<file path="config.mk">
export PLATFORM = sky130hd
export DESIGN_NAME = btb_update_ctrl_flat
export DESIGN_NICKNAME = d
export VERILOG_FILES = /design/src/rtl/btb_pkg.sv /design/src/rtl/btb_update_ctrl_if.sv /design/src/rtl/btb_upd_fifo.sv /design/src/rtl/btb_update_ctrl.sv /design/src/flat_wrapper.sv
export SDC_FILE = /design/constraint.sdc
export NUM_CORES = 1
export LEC_CHECK = 0
export BUFFER_PORTS_ARGS = -buffer_cell sky130_fd_sc_hd__buf_2
export CAP_MARGIN = 20
export CELL_PAD_IN_SITES_DETAIL_PLACEMENT = 0
export CELL_PAD_IN_SITES_GLOBAL_PLACEMENT = 2
export CORE_UTILIZATION = 47
export CTS_BUF_LIST = sky130_fd_sc_hd__clkbuf_8 sky130_fd_sc_hd__clkbuf_16
export DETAILED_ROUTE_END_ITERATION = 8
export HOLD_SLACK_MARGIN = 0.1
export PLACE_DENSITY = 0.82
export SLEW_MARGIN = 10
export SYNTH_ARGS = -nofsm -noshare
export SYNTH_HDL_FRONTEND = slang
export SYNTH_SLANG_ARGS = --single-unit
</file>
<file path="constraint.sdc">
create_clock -name clk -period 7.24 [get_ports clk]
set_clock_uncertainty 0.2 [all_clocks]
set_input_delay 1.086 -clock clk [delete_from_list [all_inputs] [get_ports clk]]
set_output_delay 1.086 -clock clk [all_outputs]
set_load 0.02 [all_outputs]
</file>
<file path="src/rtl/btb_pkg.sv">
// Shared BTB types and geometry for the update controller.
// Coalescing of repeated pc updates is enabled by defining BTB_UPD_COALESCE_EN.
package btb_pkg;

   localparam int unsigned BTB_IDX_W = 8;
   localparam int unsigned BTB_TAG_W = 9;

   typedef struct packed {
      logic [31:0] pc;
      logic [31:0] target;
   } btb_upd_t;

   typedef enum logic [1:0] {
      IDLE  = 2'd0,
      SWEEP = 2'd1,
      DONE  = 2'd2
   } btb_fsm_e;

endpackage

</file>
<file path="src/rtl/btb_update_ctrl_if.sv">
// EX resolve inputs and BTB write/invalidate port of the update controller.
interface btb_update_ctrl_if #(parameter int unsigned IDX_W = 8);

   logic             ex_valid_i;
   logic             ex_taken_i;
   logic [31:0]      ex_pc_i;
   logic [31:0]      ex_target_i;
   logic             btb_we_o;
   logic [31:0]      btb_pc_o;
   logic [31:0]      btb_addr_o;
   logic             btb_inv_o;
   logic [IDX_W-1:0] btb_inv_idx_o;

   modport master (
      output ex_valid_i, ex_taken_i, ex_pc_i, ex_target_i,
      input  btb_we_o, btb_pc_o, btb_addr_o, btb_inv_o, btb_inv_idx_o
   );

   modport slave (
      input  ex_valid_i, ex_taken_i, ex_pc_i, ex_target_i,
      output btb_we_o, btb_pc_o, btb_addr_o, btb_inv_o, btb_inv_idx_o
   );

endinterface

</file>
<file path="src/rtl/btb_upd_fifo.sv">
// Circular update buffer with tail peek (for coalescing) and synchronous clear.
module btb_upd_fifo
   import btb_pkg::*;
#(
   parameter int unsigned DEPTH   = 4,
   parameter bit          COAL_EN = 1'b0
) (
   input  logic                   clk,
   input  logic                   rst,
   input  logic                   clr_i,
   input  logic                   push_i,
   input  logic                   pop_i,
   input  logic                   coal_i,
   input  btb_upd_t               din_i,
   input  logic [31:0]            cmp_pc_i,
   output btb_upd_t               head_o,
   output logic                   tail_match_o,
   output logic                   full_o,
   output logic                   empty_o,
   output logic [$clog2(DEPTH):0] count_o
);

   localparam int unsigned PTR_W = $clog2(DEPTH);
   localparam int unsigned CNT_W = PTR_W + 1;

   btb_upd_t   mem_q [DEPTH];
   logic [PTR_W-1:0] rd_q, wr_q, tail_idx;
   logic [CNT_W-1:0] cnt_q;

   assign tail_idx     = wr_q - PTR_W'(1);
   assign head_o       = mem_q[rd_q];
   assign full_o       = (cnt_q == CNT_W'(DEPTH));
   assign empty_o      = (cnt_q == '0);
   assign count_o      = cnt_q;
   assign tail_match_o = COAL_EN && !empty_o && (mem_q[tail_idx].pc == cmp_pc_i);

   always_ff @(posedge clk or posedge rst) begin
      if (rst) begin
         rd_q  <= '0;
         wr_q  <= '0;
         cnt_q <= '0;
      end else if (clr_i) begin
         rd_q  <= '0;
         wr_q  <= '0;
         cnt_q <= '0;
      end else begin
         if (push_i) wr_q <= wr_q + PTR_W'(1);
         if (pop_i)  rd_q <= rd_q + PTR_W'(1);
         cnt_q <= cnt_q + CNT_W'(push_i) - CNT_W'(pop_i);
      end
   end

   // Payload storage needs no reset; occupancy gates every read.
   always_ff @(posedge clk) begin
      if (push_i && !clr_i) mem_q[wr_q] <= din_i;
      if (coal_i && !clr_i) mem_q[tail_idx].target <= din_i.target;
   end

endmodule

</file>
<file path="src/rtl/btb_update_ctrl.sv">
// Sole writer of the BTB: drains buffered taken-branch updates and runs the flush sweep.
// Optional feature: BTB_UPD_COALESCE_EN merges a repeat pc into the newest queued entry.
module btb_update_ctrl
   import btb_pkg::*;
#(
   parameter int unsigned DEPTH  = 4,
   parameter int unsigned IDX_W  = BTB_IDX_W,
   parameter int unsigned DROP_W = 16
) (
   input  logic              clk,
   input  logic              rst,
   input  logic              rdy,
   input  logic              flush_req_i,
   btb_update_ctrl_if.slave  bus,
   output logic              upd_full_o,
   output logic              flush_busy_o,
   output logic [DROP_W-1:0] drop_cnt_o
);

   localparam int unsigned CNT_W = $clog2(DEPTH) + 1;
   localparam logic [IDX_W:0] SWEEP_N = {1'b1, {IDX_W{1'b0}}};
`ifdef BTB_UPD_COALESCE_EN
   localparam bit COAL_EN = 1'b1;
`else
   localparam bit COAL_EN = 1'b0;
`endif

   btb_fsm_e          state_q;
   logic              we_q, inv_q, busy_q;
   logic [31:0]       pc_q, addr_q;
   logic [IDX_W-1:0]  inv_idx_q;
   logic [IDX_W:0]    nxt_q;
   logic [DROP_W-1:0] drop_q, drop_d;

   btb_upd_t         in_upd, head, upd_out;
   logic             full, empty, coal_hit;
   logic [CNT_W-1:0] count;
   logic upd_req, idle, flush_go, take, pop_go, bypass;
   logic fifo_push, fifo_pop, fifo_coal, drop;

   assign in_upd = '{pc: bus.ex_pc_i, target: bus.ex_target_i};

   // An empty FIFO (or a coalesce into the only entry being drained) forwards
   // the incoming update straight to the write port so the write lands next cycle.
   always_comb begin
      upd_req   = bus.ex_valid_i & bus.ex_taken_i;
      idle      = (state_q == IDLE);
      flush_go  = idle & rdy & flush_req_i;
      take      = upd_req & idle & ~flush_go & (~full | coal_hit);
      pop_go    = idle & rdy & ~flush_go & (~empty | take);
      bypass    = pop_go & (empty | (coal_hit & (count == CNT_W'(1))));
      fifo_push = take & ~coal_hit & ~bypass;
      fifo_coal = take & coal_hit & ~bypass;
      fifo_pop  = pop_go & ~empty;
      upd_out   = bypass ? in_upd : head;
      drop      = upd_req & ~take;
      drop_d    = (drop && (drop_q != {DROP_W{1'b1}})) ? drop_q + DROP_W'(1) : drop_q;
   end

   btb_upd_fifo #(.DEPTH(DEPTH), .COAL_EN(COAL_EN)) u_fifo (
      .clk          (clk),
      .rst          (rst),
      .clr_i        (flush_go),
      .push_i       (fifo_push),
      .pop_i        (fifo_pop),
      .coal_i       (fifo_coal),
      .din_i        (in_upd),
      .cmp_pc_i     (bus.ex_pc_i),
      .head_o       (head),
      .tail_match_o (coal_hit),
      .full_o       (full),
      .empty_o      (empty),
      .count_o      (count)
   );

   always_ff @(posedge clk or posedge rst) begin
      if (rst) begin
         state_q   <= IDLE;
         we_q      <= 1'b0;
         inv_q     <= 1'b0;
         busy_q    <= 1'b0;
         pc_q      <= '0;
         addr_q    <= '0;
         inv_idx_q <= '0;
         nxt_q     <= '0;
         drop_q    <= '0;
      end else begin
         drop_q <= drop_d;
         we_q   <= pop_go;
         inv_q  <= 1'b0;
         if (pop_go) begin
            pc_q   <= upd_out.pc;
            addr_q <= upd_out.target;
         end
         // nxt_q is the next index to invalidate; reaching 2**IDX_W ends the sweep.
         case (state_q)
            IDLE: if (flush_go) begin
               state_q   <= SWEEP;
               busy_q    <= 1'b1;
               inv_q     <= 1'b1;
               inv_idx_q <= '0;
               nxt_q     <= (IDX_W+1)'(1);
            end
            SWEEP: if (rdy) begin
               if (nxt_q == SWEEP_N) begin
                  state_q <= DONE;
               end else begin
                  inv_q     <= 1'b1;
                  inv_idx_q <= nxt_q[IDX_W-1:0];
                  nxt_q     <= nxt_q + (IDX_W+1)'(1);
               end
            end
            DONE: if (rdy) begin
               state_q <= IDLE;
               busy_q  <= 1'b0;
            end
            default: state_q <= IDLE;
         endcase
      end
   end

   assign bus.btb_we_o      = we_q;
   assign bus.btb_pc_o      = pc_q;
   assign bus.btb_addr_o    = addr_q;
   assign bus.btb_inv_o     = inv_q;
   assign bus.btb_inv_idx_o = inv_idx_q;
   assign upd_full_o        = (count == CNT_W'(DEPTH));
   assign flush_busy_o      = busy_q;
   assign drop_cnt_o        = drop_q;

endmodule

</file>
<file path="src/flat_wrapper.sv">
// flat-port wrapper written by rule: the top's interface ports become plain ports
module btb_update_ctrl_flat import btb_pkg::*;
#(
   parameter int unsigned DEPTH  = 4,
   parameter int unsigned IDX_W  = BTB_IDX_W,
   parameter int unsigned DROP_W = 16
)
  (clk, rst, rdy, flush_req_i, upd_full_o, flush_busy_o, drop_cnt_o, bus_ex_valid_i, bus_ex_taken_i, bus_ex_pc_i, bus_ex_target_i, bus_btb_we_o, bus_btb_pc_o, bus_btb_addr_o, bus_btb_inv_o, bus_btb_inv_idx_o);
  btb_update_ctrl_if #(.IDX_W(IDX_W)) bus_i ();
  input  logic clk;
  input  logic rst;
  input  logic rdy;
  input  logic flush_req_i;
  output logic upd_full_o;
  output logic flush_busy_o;
  output logic [DROP_W-1:0] drop_cnt_o;
  input wire logic [$bits(bus_i.ex_valid_i)-1:0] bus_ex_valid_i;
  input wire logic [$bits(bus_i.ex_taken_i)-1:0] bus_ex_taken_i;
  input wire logic [$bits(bus_i.ex_pc_i)-1:0] bus_ex_pc_i;
  input wire logic [$bits(bus_i.ex_target_i)-1:0] bus_ex_target_i;
  output wire logic [$bits(bus_i.btb_we_o)-1:0] bus_btb_we_o;
  output wire logic [$bits(bus_i.btb_pc_o)-1:0] bus_btb_pc_o;
  output wire logic [$bits(bus_i.btb_addr_o)-1:0] bus_btb_addr_o;
  output wire logic [$bits(bus_i.btb_inv_o)-1:0] bus_btb_inv_o;
  output wire logic [$bits(bus_i.btb_inv_idx_o)-1:0] bus_btb_inv_idx_o;
  assign bus_i.ex_valid_i = bus_ex_valid_i;
  assign bus_i.ex_taken_i = bus_ex_taken_i;
  assign bus_i.ex_pc_i = bus_ex_pc_i;
  assign bus_i.ex_target_i = bus_ex_target_i;
  assign bus_btb_we_o = bus_i.btb_we_o;
  assign bus_btb_pc_o = bus_i.btb_pc_o;
  assign bus_btb_addr_o = bus_i.btb_addr_o;
  assign bus_btb_inv_o = bus_i.btb_inv_o;
  assign bus_btb_inv_idx_o = bus_i.btb_inv_idx_o;
  btb_update_ctrl #(.DEPTH(DEPTH), .IDX_W(IDX_W), .DROP_W(DROP_W)) u_core (.clk(clk), .rst(rst), .rdy(rdy), .flush_req_i(flush_req_i), .bus(bus_i), .upd_full_o(upd_full_o), .flush_busy_o(flush_busy_o), .drop_cnt_o(drop_cnt_o));
endmodule
</file>
==> summary.txt, run 1 <==
Critical path
  – R2R Path End: u_core.u_fifo.count_o[2]
  – Startpoint types: primary input
  – Max FO, Critical Path: 49
  – R2R Setup Slk: 3.94 ns
  – Top Family by Delay on Critical Path: buffers and inverters
  – Worst path max stage delay: 0.37 ns
  – Setup crit start: rdy
  – Setup CP Type: in2reg
  – Worst reg2reg path depth: 12
  – Crit-path slowest cell: buf_4
  – CP arrival: 3.64 ns
  – Worst R2R Start: u_core.state_q[1]
  – Critical-path cell list: buf_2, nor4b_4, buf_4, buf_16, nor2b_1, ha_1, inv_1, ha_1, inv_1, fa_1, xor2_1, xnor2_1, nor2_1
  – CP endpoint kind: flop
  – Worst EP required: 7.41 ns
  – Buf/Inv on CP: 5

GRT
  – First-pass GRT wire length: 46.50 mm
  – Gr usage total: 19.28%
  – Pin count of the biggest net entering global routing: 69
  – Vias in the first global route: 8,229
  – Antenna violations before repair: 2
  – GRT overflow: 0

STA
  – RSZ-0062 raised after global routing: no
  – Fmax: 0.2879 GHz
  – Fin. Hold Viols: 0
  – Setup violators final: 0
  – Period minus WS final: 3.474 ns
  – Slew Viols, Final: 0
  – Worst-Margin Slew: 1.096 ns
  – Slew Limit Headroom: 26.96%
  – Setup TNS: 0 ns
  – Fin crit share: 47.98%

Power
  – Worst IR Drop VDD: 0.0001978 V
  – Lkg Pwr: 6.120 nW
  – P per Cell Area: 377.2 mW/mm^2

Drt
  – Via Count: 7,898
  – Post-route ant nets: 0
  – Via density: 5.707
  – Initial detailed-routing violation count: 496
  – WL/cell: 21.30 um
  – Drt drc: 0
  – DR pass1 iterations: 4
  – Total detailed-routing wirelength: 29.48 mm

Clocking
  – CTS sink cnt: 365
  – Clock Latency Late Sink: 0.53 ns
  – CTS hold repair buffers: 0
  – Longest Clk Path Bufs: 3
  – Setup Fix Bufs, Post-CTS: 0
  – CTS tree: built
  – Post-CTS sizing: 0
  – CTS Root Cell: clkbuf_16
  – H-Tree Depth: 2
  – CTS buffer count: 39
  – Clock transition at the registers of the reported paths: 0.06 ns

Flow run
  – Total of max-cap violations: 0

Worst hold path
  – Worst hold path class: reg2reg
  – Hold Crit Depth: 2
  – Hold wc startpoint: u_core.bus.btb_inv_idx_o[0]
  – Hold endpoint: u_core.bus.btb_inv_idx_o[0]

Synth
  – EDFF count, synth: 256
  – Main flop type after synthesis: edfxtp_1
  – Yosys warnings: 0
  – Synth Instances: 793
  – Sequential area share after synthesis: 70.96%
  – Yosys reg bits: 365
  – Mapped Avg Cell Area: 18.51 um^2
  – Post-synthesis cell area: 0.01468 mm^2
  – Post-Syn Nets: 873
  – Yosys cell types: 54
  – Async SR Flop Fraction: 29.86%

Place
  – Post-DP HPWL: 16.40 mm
  – DP Area: 0.01580 mm^2
  – Global placement routability congestion: 0.7792
  – I/O Buffers: 161

Outcome
  – Outcome: completed

Final layout
  – Nets: 1,036
  – Share of cells above drive strength 1: 36.68%
  – Finished Cell Area: 0.01712 mm^2
  – P&R area growth vs syn: 16.63%

Floorplan
  – Core Region: 0.03067 mm^2
  – DIE WIDTH: 178.7 um
  – Die area: 0.03194 mm^2
  – Initial Util: 47.86%
  – Standard-cell row count: 64
  – I/O pins: 162
  – Die extent in y: 178.7 um
-- worst max path at each step --
| stage | cells past startpoint | end |
|---|---|---|
| global placement | 13 | u_core.u_fifo.count_o[2] |
| detailed placement | 13 | u_core.u_fifo.count_o[2] |
| floorplan | 1 | u_core.bus.btb_addr_o[0] |
| CTS | 13 | u_core.u_fifo.count_o[2] |
| finish | 13 | u_core.u_fifo.count_o[2] |
| global route | 13 | u_core.u_fifo.count_o[2] |
-- flip-flops by register name (all words and copies together), names as in the netlist --
signal                    cells
u_core.bus.btb_we_o           1
u_core.flush_busy_o           1
u_core.nxt_q                  9
u_core.bus.btb_pc_o          32
u_core.u_fifo.mem_q         256
u_core.bus.btb_inv_idx_o      8
u_core.state_q                2
u_core.u_fifo.rd_q            2
u_core.bus.btb_addr_o        32
u_core.bus.btb_inv_o          1
u_core.drop_cnt_o            16
u_core.u_fifo.count_o         3
u_core.u_fifo.wr_q            2
-- logic make-up after synthesis --
family	share of synthesized area, %
buf+inv	2.361
compound gates	10.67
flops	70.96
fa+ha+maj	0.9036
simple gates	3.623
mux	10.11
xor+xnor	1.372
-- cells in the final DEF, fill, tap and decap left out, drive strengths merged, types with 19 or more instances in the layout --
cell type,n
nor2,19
a2bb2oi,64
buf,171
dfrtp,109
edfxtp,256
clkbuf,43
inv,35
xnor2,21
mux4,64
o22ai,65
-- area by class of cell --
class,count,area (um^2)
fillers,2409,13550
flip-flops and latches,365,10420
multi-input cells,358,3948
clock buffers,43,1042
repair buffers,171,913.4
well taps,396,495.5
clock inverters,29,216.5
inverters,21,81.33
diodes,1,2.502
-- per-layer routing --
layer	track usage (%)	wire [um]
met5	0	11
met2	31.27	14050
met4	5.544	610
met3	3.986	1916
met1	26.45	12900
-- power breakdown --
part | total, mW | switching, mW | internal (mW) | leakage, nW
registers | 2.78 | 0.262 | 2.52 | 3.59
clock network | 1.93 | 0.785 | 1.14 | 0.669
logic | 1.75 | 0.947 | 0.799 | 1.86
-- cell usage after synthesis (all sizes together) (3+ instances only) --
library cell / instances / area, um^2
o21ai: 14 / 70.07
nand3: 15 / 75.07
edfxtp: 256 / 7687
ha: 9 / 112.6
nor2: 19 / 71.32
a2bb2oi: 64 / 873.3
inv: 21 / 78.82
a2111oi: 3 / 45.05
nor4b: 3 / 62.56
o211ai: 8 / 60.06
mux4: 64 / 1441
clkbuf: 14 / 53.80
nor4: 4 / 25.02
nand2: 13 / 48.80
nand4: 9 / 62.56
xnor2: 21 / 183.9
o2111ai: 3 / 26.28
nor3: 5 / 36.29
dfrtp: 109 / 2728
and2: 5 / 31.28
and3: 3 / 18.77
o22ai: 65 / 406.6
buf: 35 / 214.0
a21oi: 5 / 25.02
-- worst reg2reg max path: stages, from the launching register on --
cell and delay, ns:
dfrtp_1 0.48, nor4b_4 0.30, buf_4 0.37, buf_16 0.33, nor2b_1 0.26, ha_1 0.26
inv_1 0.06, ha_1 0.13, inv_1 0.05, fa_1 0.37, xor2_1 0.17, xnor2_1 0.13
nor2_1 0.05
-- metrics by stage --
step	hold slack (ns)	instances	utilization (%)	power, mW	setup slack (ns)
after detailed placement	0.2954	1308	51.53	4.590	2.870
after global routing	0.3380	1383	55.81	6.775	3.540
after global placement	0.2878	1308	51.53	4.564	2.923
after CTS	0.3189	1380	55.63	6.521	3.445
final	0.3120	1384	55.82	6.457	3.767
after floorplan	0.3111	793	-	4.062	3.080
Power figures use the tool's default switching activity.
==> run 2, diff against run 1 <==
--- a/config.mk
+++ b/config.mk
@@ -9,11 +9,11 @@
 export CAP_MARGIN = 20
 export CELL_PAD_IN_SITES_DETAIL_PLACEMENT = 0
 export CELL_PAD_IN_SITES_GLOBAL_PLACEMENT = 2
-export CORE_UTILIZATION = 47
+export CORE_UTILIZATION = 44
 export CTS_BUF_LIST = sky130_fd_sc_hd__clkbuf_8 sky130_fd_sc_hd__clkbuf_16
 export DETAILED_ROUTE_END_ITERATION = 8
 export HOLD_SLACK_MARGIN = 0.1
-export PLACE_DENSITY = 0.82
+export PLACE_DENSITY = 0.77
 export SLEW_MARGIN = 10
 export SYNTH_ARGS = -nofsm -noshare
 export SYNTH_HDL_FRONTEND = slang
==> constraint.sdc (replaced) <==
create_clock -name clk -period 3.4 [get_ports clk]
set_clock_uncertainty 0.2 [all_clocks]
set_input_delay 0.51 -clock clk [delete_from_list [all_inputs] [get_ports clk]]
set_output_delay 0.51 -clock clk [all_outputs]
set_load 0.02 [all_outputs]
==> run 2 against run 1 <==
Against the previous run:
- sequential share of layout area fell by 3.0 points
- worst setup slack got worse by 3.2 ns
- critical path type is now reg2reg
- sequential power rose by 110%
- first-iteration DRC count rose by 5.8%
- count of clock-buffer cells in the layout fell by 2
- global-route usage fell by 0.93 points
- critical path depth fell by 2
- wire length rose by 3.5%
- largest power group unchanged
==> summary.txt, run 2 (synthesis results as in run 1) <==
Outcome
  – Outcome: completed

Worst hold path
  – Hold Crit Depth: 2 (unchanged)
  – Worst hold path class: in2reg

Drt
  – Total detailed-routing wirelength: 30.51 mm (+3.5%)
  – DR pass1 iterations: 5 (+1)
  – Drt drc: 0 (unchanged)
  – Via Count: 8,147 (+3.2%)
  – Initial detailed-routing violation count: 525 (+5.8%)
  – Via density: 5.417 (-5.1%)
  – WL/cell: 20.29 um (-4.8%)
  – Post-route ant nets: 0 (unchanged)

GRT
  – Antenna violations before repair: 2 (unchanged)
  – Vias in the first global route: 8,454 (+2.7%)
  – Gr usage total: 18.35% (-0.93 points)
  – Pin count of the biggest net entering global routing: 110 (+59%)
  – GRT overflow: 0 (unchanged)
  – First-pass GRT wire length: 47.72 mm (+2.6%)

Place
  – I/O Buffers: 161 (unchanged)
  – Pre-CTS setup slack: 0.4126 ns (-2.458 ns)
  – Total placed cells including tap cells: 1,368 (+4.6%)
  – Global placement routability congestion: 0.7863 (+0.91%)
  – Post-DP HPWL: 17.33 mm (+5.7%)

Clocking
  – CTS tree: built
  – Clock Latency Late Sink: 0.52 ns (about the same)
  – Longest Clk Path Bufs: 3 (unchanged)
  – CTS hold repair buffers: 65 (+65)
  – CTS Root Cell: clkbuf_16
  – Clock transition at the registers of the reported paths: 0.06 ns (about the same)
  – CTS buffer count: 39 (unchanged)
  – H-Tree Depth: 2 (unchanged)
  – Setup Fix Bufs, Post-CTS: 0 (unchanged)
  – Post-CTS sizing: 0 (unchanged)
  – CTS sink cnt: 365 (unchanged)

Final layout
  – P&R area growth vs syn: 22.66%
  – Share of cells above drive strength 1: 35.16% (-1.5 points)
  – Max reg flops: 256 (unchanged)
  – Final non-filler cell total: 1,504 (+8.7%)
  – Nets: 1,112 (+7.3%)
  – Most common cell after layout, fill and taps aside: edfxtp_1
  – Commonest non-fill, non-tap cells in the layout: 256 x edfxtp_1, 161 x buf_2, 107 x dfrtp_1
  – Register with the most flip-flops: u_core.u_fifo.mem_q

Floorplan
  – I/O pins: 162 (unchanged)
  – DIE WIDTH: 184.6 um (+3.3%)
  – Standard-cell row count: 66 (+3.1%)
  – Die area: 0.03409 mm^2 (+6.7%)
  – Initial Util: 44.88% (-3.0 points)
  – Core Region: 0.03270 mm^2 (+6.6%)
  – Die extent in y: 184.6 um (+3.3%)

STA
  – Fmax: 0.3541 GHz
  – Setup TNS: 0 ns (unchanged)
  – Worst Setup Slack, final: 0.5760 ns (-3.191 ns)
  – Slew Limit Headroom: 26.72% (-0.24 points)
  – Slew Viols, Final: 0 (unchanged)
  – Setup violators final: 0 (unchanged)
  – Worst-Margin Slew: 1.099 ns (+0.003540 ns)
  – Hold slack final: 0.1221 ns (-0.1899 ns)
  – Fin. Hold Viols: 0 (unchanged)
  – Period minus WS final: 2.824 ns
  – Fin crit share: 83.06%
  – RSZ-0062 raised after global routing: no

Critical path
  – CP endpoint kind: flop
  – Worst EP required: 3.60 ns (-3.81 ns)
  – Setup CP Type: reg2reg
  – Startpoint types: flop
  – Max FO, Critical Path: 8 (-84%)
  – CP arrival: 3.02 ns (-0.62 ns)
  – Worst reg2reg path depth: 11 (-1)

Flow run
  – Total of max-cap violations: 0 (unchanged)

Power
  – P per Cell Area: 766.1 mW/mm^2 (+100%)
  – Lkg Pwr: 6.444 nW (+5.3%)
  – Tot Pwr: 13.79 mW (+110%)
  – Worst IR Drop VDD: 0.0003790 V (+92%)
==> run 2: cell count changes in the layout (fill, tap and decap cells not counted), moves of 2 or more <==
| cell | delta |
|---|---|
| inv_1 | -3 |
| dlygate4sd3_1 | +65 |
| buf_12 | +12 |
| clkinvlp_4 | +2 |
| clkinv_4 | +2 |
==> run 2: worst max-delay path, stage by stage, from the launching register on <==
cell and delay, ns:
dfrtp_1 0.48, a211o_1 0.36, a2111oi_4 0.36, inv_1 0.08
ha_1 0.27, inv_1 0.06, ha_1 0.13, inv_1 0.05
fa_1 0.37, xor2_1 0.17, xnor2_1 0.14, nor2_1 0.06
==> run 2: through the flow <==
stage | util (%) | area (um^2)
floorplan | - | 14690
global placement | 49.31 | 16120
CTS | 55.05 | 18000
detailed placement | 49.31 | 16120
finish | 55.05 | 18000
global route | 55.05 | 18000
==> run 2: path summary, 6_finish.rpt <==
check,start,endpoint,slack (ns)
max in group asynchronous,rst,u_core.u_fifo.rd_q[0],1.99
min in group asynchronous,rst,u_core.drop_cnt_o[11],0.53
hold / removal,rdy,u_core.flush_busy_o,0.12
hold reg to reg,u_core.bus.btb_inv_idx_o[0],u_core.bus.btb_inv_idx_o[0],0.31
setup reg to reg,u_core.state_q[0],u_core.u_fifo.count_o[2],0.58
setup / recovery,u_core.state_q[0],u_core.u_fifo.count_o[2],0.58
==> run 2: power breakdown <==
part	switching (mW)	internal, mW	leakage, nW
clock network	1.68	2.37	0.640
logic	2.01	1.78	2.21
registers	0.591	5.37	3.59
==> run 2: per-layer routing <==
| metal | share of wire, % | vias to the layer above | GRT usage, % |
|---|---|---|---|
| met5 | 0.033 | - | 0 |
| met4 | 1.5 | 2 | 4.165 |
| met3 | 4.5 | 42 | 3.181 |
| met2 | 47 | 200 | 30.07 |
| li1 | - | 3698 | - |
| met1 | 46 | 4205 | 25.69 |
==> run 2: layout make-up <==
cell class | instances | area [um^2]
fill | 2621 | 14700
sequential | 365 | 10420
tap | 442 | 553.0
clock buffer | 41 | 1003
timing repair buffer | 247 | 1777
inverter | 21 | 82.58
multi-input combinational | 358 | 3943
antenna | 1 | 2.502
clock inverter | 29 | 222.7
==> run 3, diff against run 2 <==
--- a/config.mk
+++ b/config.mk
@@ -9,11 +9,11 @@
 export CAP_MARGIN = 20
 export CELL_PAD_IN_SITES_DETAIL_PLACEMENT = 0
 export CELL_PAD_IN_SITES_GLOBAL_PLACEMENT = 2
-export CORE_UTILIZATION = 44
+export CORE_UTILIZATION = 40
 export CTS_BUF_LIST = sky130_fd_sc_hd__clkbuf_8 sky130_fd_sc_hd__clkbuf_16
 export DETAILED_ROUTE_END_ITERATION = 8
 export HOLD_SLACK_MARGIN = 0.1
-export PLACE_DENSITY = 0.77
+export PLACE_DENSITY = 0.74
 export SLEW_MARGIN = 10
 export SYNTH_ARGS = -nofsm -noshare
 export SYNTH_HDL_FRONTEND = slang
==> constraint.sdc (replaced) <==
create_clock -name clk -period 2.35 [get_ports clk]
set_clock_uncertainty 0.2 [all_clocks]
set_input_delay 0.3525 -clock clk [delete_from_list [all_inputs] [get_ports clk]]
set_output_delay 0.3525 -clock clk [all_outputs]
set_load 0.02 [all_outputs]
==> run 3 against run 2 <==
Against the previous run:
- the run now ends with negative setup slack left
- sequential cell count is the same
- first-iteration DRC count is 19% lower
- sequential share of layout area shrank 2.2 points
- combinational power grew 57%
- design area up 3.9%
- die area rose by 9.9%
- wire length grew 9.0%
- register-to-register slack worse by 0.78 ns
- worst hold slack improved by 0.13 ns
- non-clock buffer count up 47
- utilization shrank 2.8 points
- worst setup slack worse by 0.78 ns
- largest cell class unchanged
- largest power group unchanged
- highest routed layer unchanged
==> summary.txt, run 3 (synthesis results as in run 1) <==
Outcome
  – Outcome: complete, but fails checks
  – Violated checks: negative setup slack

STA
  – Period minus WS final: 2.551 ns (-0.2731 ns)
  – RSZ-0062 raised after global routing: yes
  – Fin crit share: 108.6% (+25 points)
  – Worst Setup Slack, final: -0.2009 ns (-0.7769 ns)
  – Setup violators final: 2 (+2)
  – Fmax: 0.3920 GHz (+11%)
  – Fin. Hold Viols: 0 (unchanged)
  – Worst-Margin Slew: 0.5855 ns (-0.5137 ns)
  – Slew Viols, Final: 0 (unchanged)
  – Slew Limit Headroom: 60.89% (+34 points)

Final layout
  – Most common cell after layout, fill and taps aside: edfxtp_1
  – Fillers: 2,933 (+12%)
  – Max reg flops: 256 (unchanged)
  – Nets: 1,160 (+4.3%)
  – Multi-input gate area: 0.003959 mm^2 (+0.41%)
  – FF/Latch Area: 0.01043 mm^2 (about the same)
  – Commonest non-fill, non-tap cells in the layout: 256 x edfxtp_1, 161 x buf_2, 105 x dfrtp_1
  – P&R area growth vs syn: 27.49%
  – Final non-filler cell total: 1,571 (+4.5%)
  – Final core occ: 52.23% (-2.8 points)
  – Share of cells above drive strength 1: 38.56% (+3.4 points)
  – Inserted Diodes: 0 (-1)
  – Register with the most flip-flops: u_core.u_fifo.mem_q

Critical path
  – Max FO, Critical Path: 3 (-5)
  – Setup CP Type: reg2reg
  – CP endpoint kind: flop
  – R2R Path End: u_core.u_fifo.count_o[2]
  – Startpoint types: flop
  – Worst R2R Start: u_core.state_q[1]
  – CP arrival: 2.75 ns (-0.27 ns)
  – Worst reg2reg path depth: 11 (unchanged)
  – R2R Setup Slk: -0.20 ns (-0.78 ns)
  – Worst EP required: 2.55 ns (-1.05 ns)

Clocking
  – Clock Latency Late Sink: 0.51 ns (about the same)
  – CTS tree: built
  – Longest Clk Path Bufs: 3 (unchanged)
  – CTS sink cnt: 365 (unchanged)
  – CTS buffer count: 39 (unchanged)
  – CTS Root Cell: clkbuf_16
  – H-Tree Depth: 2 (unchanged)
  – Clock transition at the registers of the reported paths: 0.06 ns (about the same)

Floorplan
  – DIE WIDTH: 193.6 um (+4.8%)
  – Die extent in y: 193.6 um (+4.8%)
  – I/O pins: 162 (unchanged)
  – Initial Util: 40.97% (-3.9 points)
  – Standard-cell row count: 69 (+4.5%)
  – Core Region: 0.03583 mm^2 (+9.6%)
  – Die area: 0.03747 mm^2 (+9.9%)

Flow run
  – Total of max-cap violations: 0 (unchanged)

Place
  – Total placed cells including tap cells: 1,419 (+3.7%)
  – Post-DP HPWL: 19.47 mm (+12%)
  – Global placement routability congestion: 0.7887 (+0.31%)
  – I/O Buffers: 161 (unchanged)

Power
  – Tot Pwr: 20.66 mW (+50%)
  – Lkg Pwr: 6.769 nW (+5.0%)
  – P per Cell Area: 1104 mW/mm^2 (+44%)
  – Worst IR Drop VDD: 0.0005786 V (+53%)

Drt
  – WL/cell: 21.16 um (+4.3%)
  – Drt drc: 0 (unchanged)
  – DR pass1 iterations: 5 (unchanged)
  – Initial detailed-routing violation count: 426 (-19%)
  – Total detailed-routing wirelength: 33.25 mm (+9.0%)
  – Post-route ant nets: 0 (unchanged)
  – Via Count: 8,363 (+2.7%)
  – Via density: 5.323 (-1.7%)

GRT
  – Pin count of the biggest net entering global routing: 52 (-53%)
  – Vias in the first global route: 8,824 (+4.4%)
  – First-pass GRT wire length: 51.67 mm (+8.3%)
  – Gr usage total: 17.62% (-0.73 points)
  – Antenna violations before repair: 1 (-1)
  – GRT overflow: 0 (unchanged)

Worst hold path
  – Worst hold path class: in2async
-- run 3: changes by cell type in the layout (fill, tap and decap cells not counted), moves of 3 or more --
cell	delta
buf_6	+6
clkbuf_16	+6
inv_1	-4
buf_4	+25
clkinvlp_4	+3
buf_12	+9
-- run 3: worst max-delay path by stage --
stage	depth (start not counted)	from	slack [ns]	end
3_5_place_dp	12	flush_req_i	-0.29	u_core.u_fifo.count_o[2]
4_1_cts	11	u_core.state_q[0]	-0.21	u_core.u_fifo.count_o[2]
3_3_place_gp	12	flush_req_i	-0.28	u_core.u_fifo.count_o[2]
5_1_grt	11	u_core.state_q[1]	-0.30	u_core.u_fifo.count_o[2]
6_report	11	u_core.state_q[1]	-0.20	u_core.u_fifo.count_o[2]
2_1_floorplan	12	u_core.state_q[1]	-0.34	u_core.u_fifo.count_o[2]
-- run 3: report_power, final --
| part | internal, mW | switching, mW |
|---|---|---|
| combinational | 2.81 | 3.13 |
| clock | 3.77 | 2.45 |
| sequential | 7.77 | 0.732 |
-- run 3: final cells by class --
class	instances	area share, %
clock buffers	43	5.630
repair buffers	294	12.57
multi-input cells	359	21.16
inverters	21	0.4413
flip-flops and latches	365	55.71
clock inverters	28	1.411
well taps	461	3.082
-- run 3: critical path, cell delays in order, from the launching register on --
cell and delay, ns:
dfrtp_1 0.42, a211o_1 0.33, a2111oi_4 0.23, inv_1 0.07, ha_1 0.27, inv_1 0.06
ha_1 0.13, inv_1 0.05, fa_2 0.33, xor2_1 0.15, xnor2_1 0.15, nor2_1 0.05
-- run 3: repair_timing --
item / CTS / global route
hold endpoints to repair: 362 / 0
gates cloned: 0 / 6
buffers inserted: 2 / 8
hold buffers: 66 / 0
pin swaps: 1 / 3
resized for setup: 3 / 11
endpoints found under the setup margin: 56 / 102
-- run 3: metrics by stage --
stage	setup slack (ns)	instance area [um^2]	hold slack (ns)	TNS (ns)
after detailed placement	-0.2923	16490	0.2479	-5.456
after floorplan	-0.3437	14700	0.2485	-64.91
after CTS	-0.2121	18500	0.1999	-0.8233
after global routing	-0.3049	18710	0.2558	-0.5748
after global placement	-0.2776	16490	0.2488	-2.609
final	-0.2009	18710	0.2490	-0.2785
-- run 3: metal layers --
layer | share of wire, % | track usage [%] | wire (um)
met1 | 45 | 24.64 | 15130
met2 | 49 | 28.79 | 16210
met3 | 4.4 | 3.243 | 1463
met4 | 1.3 | 3.822 | 436
met5 | 0.039 | 0 | 13
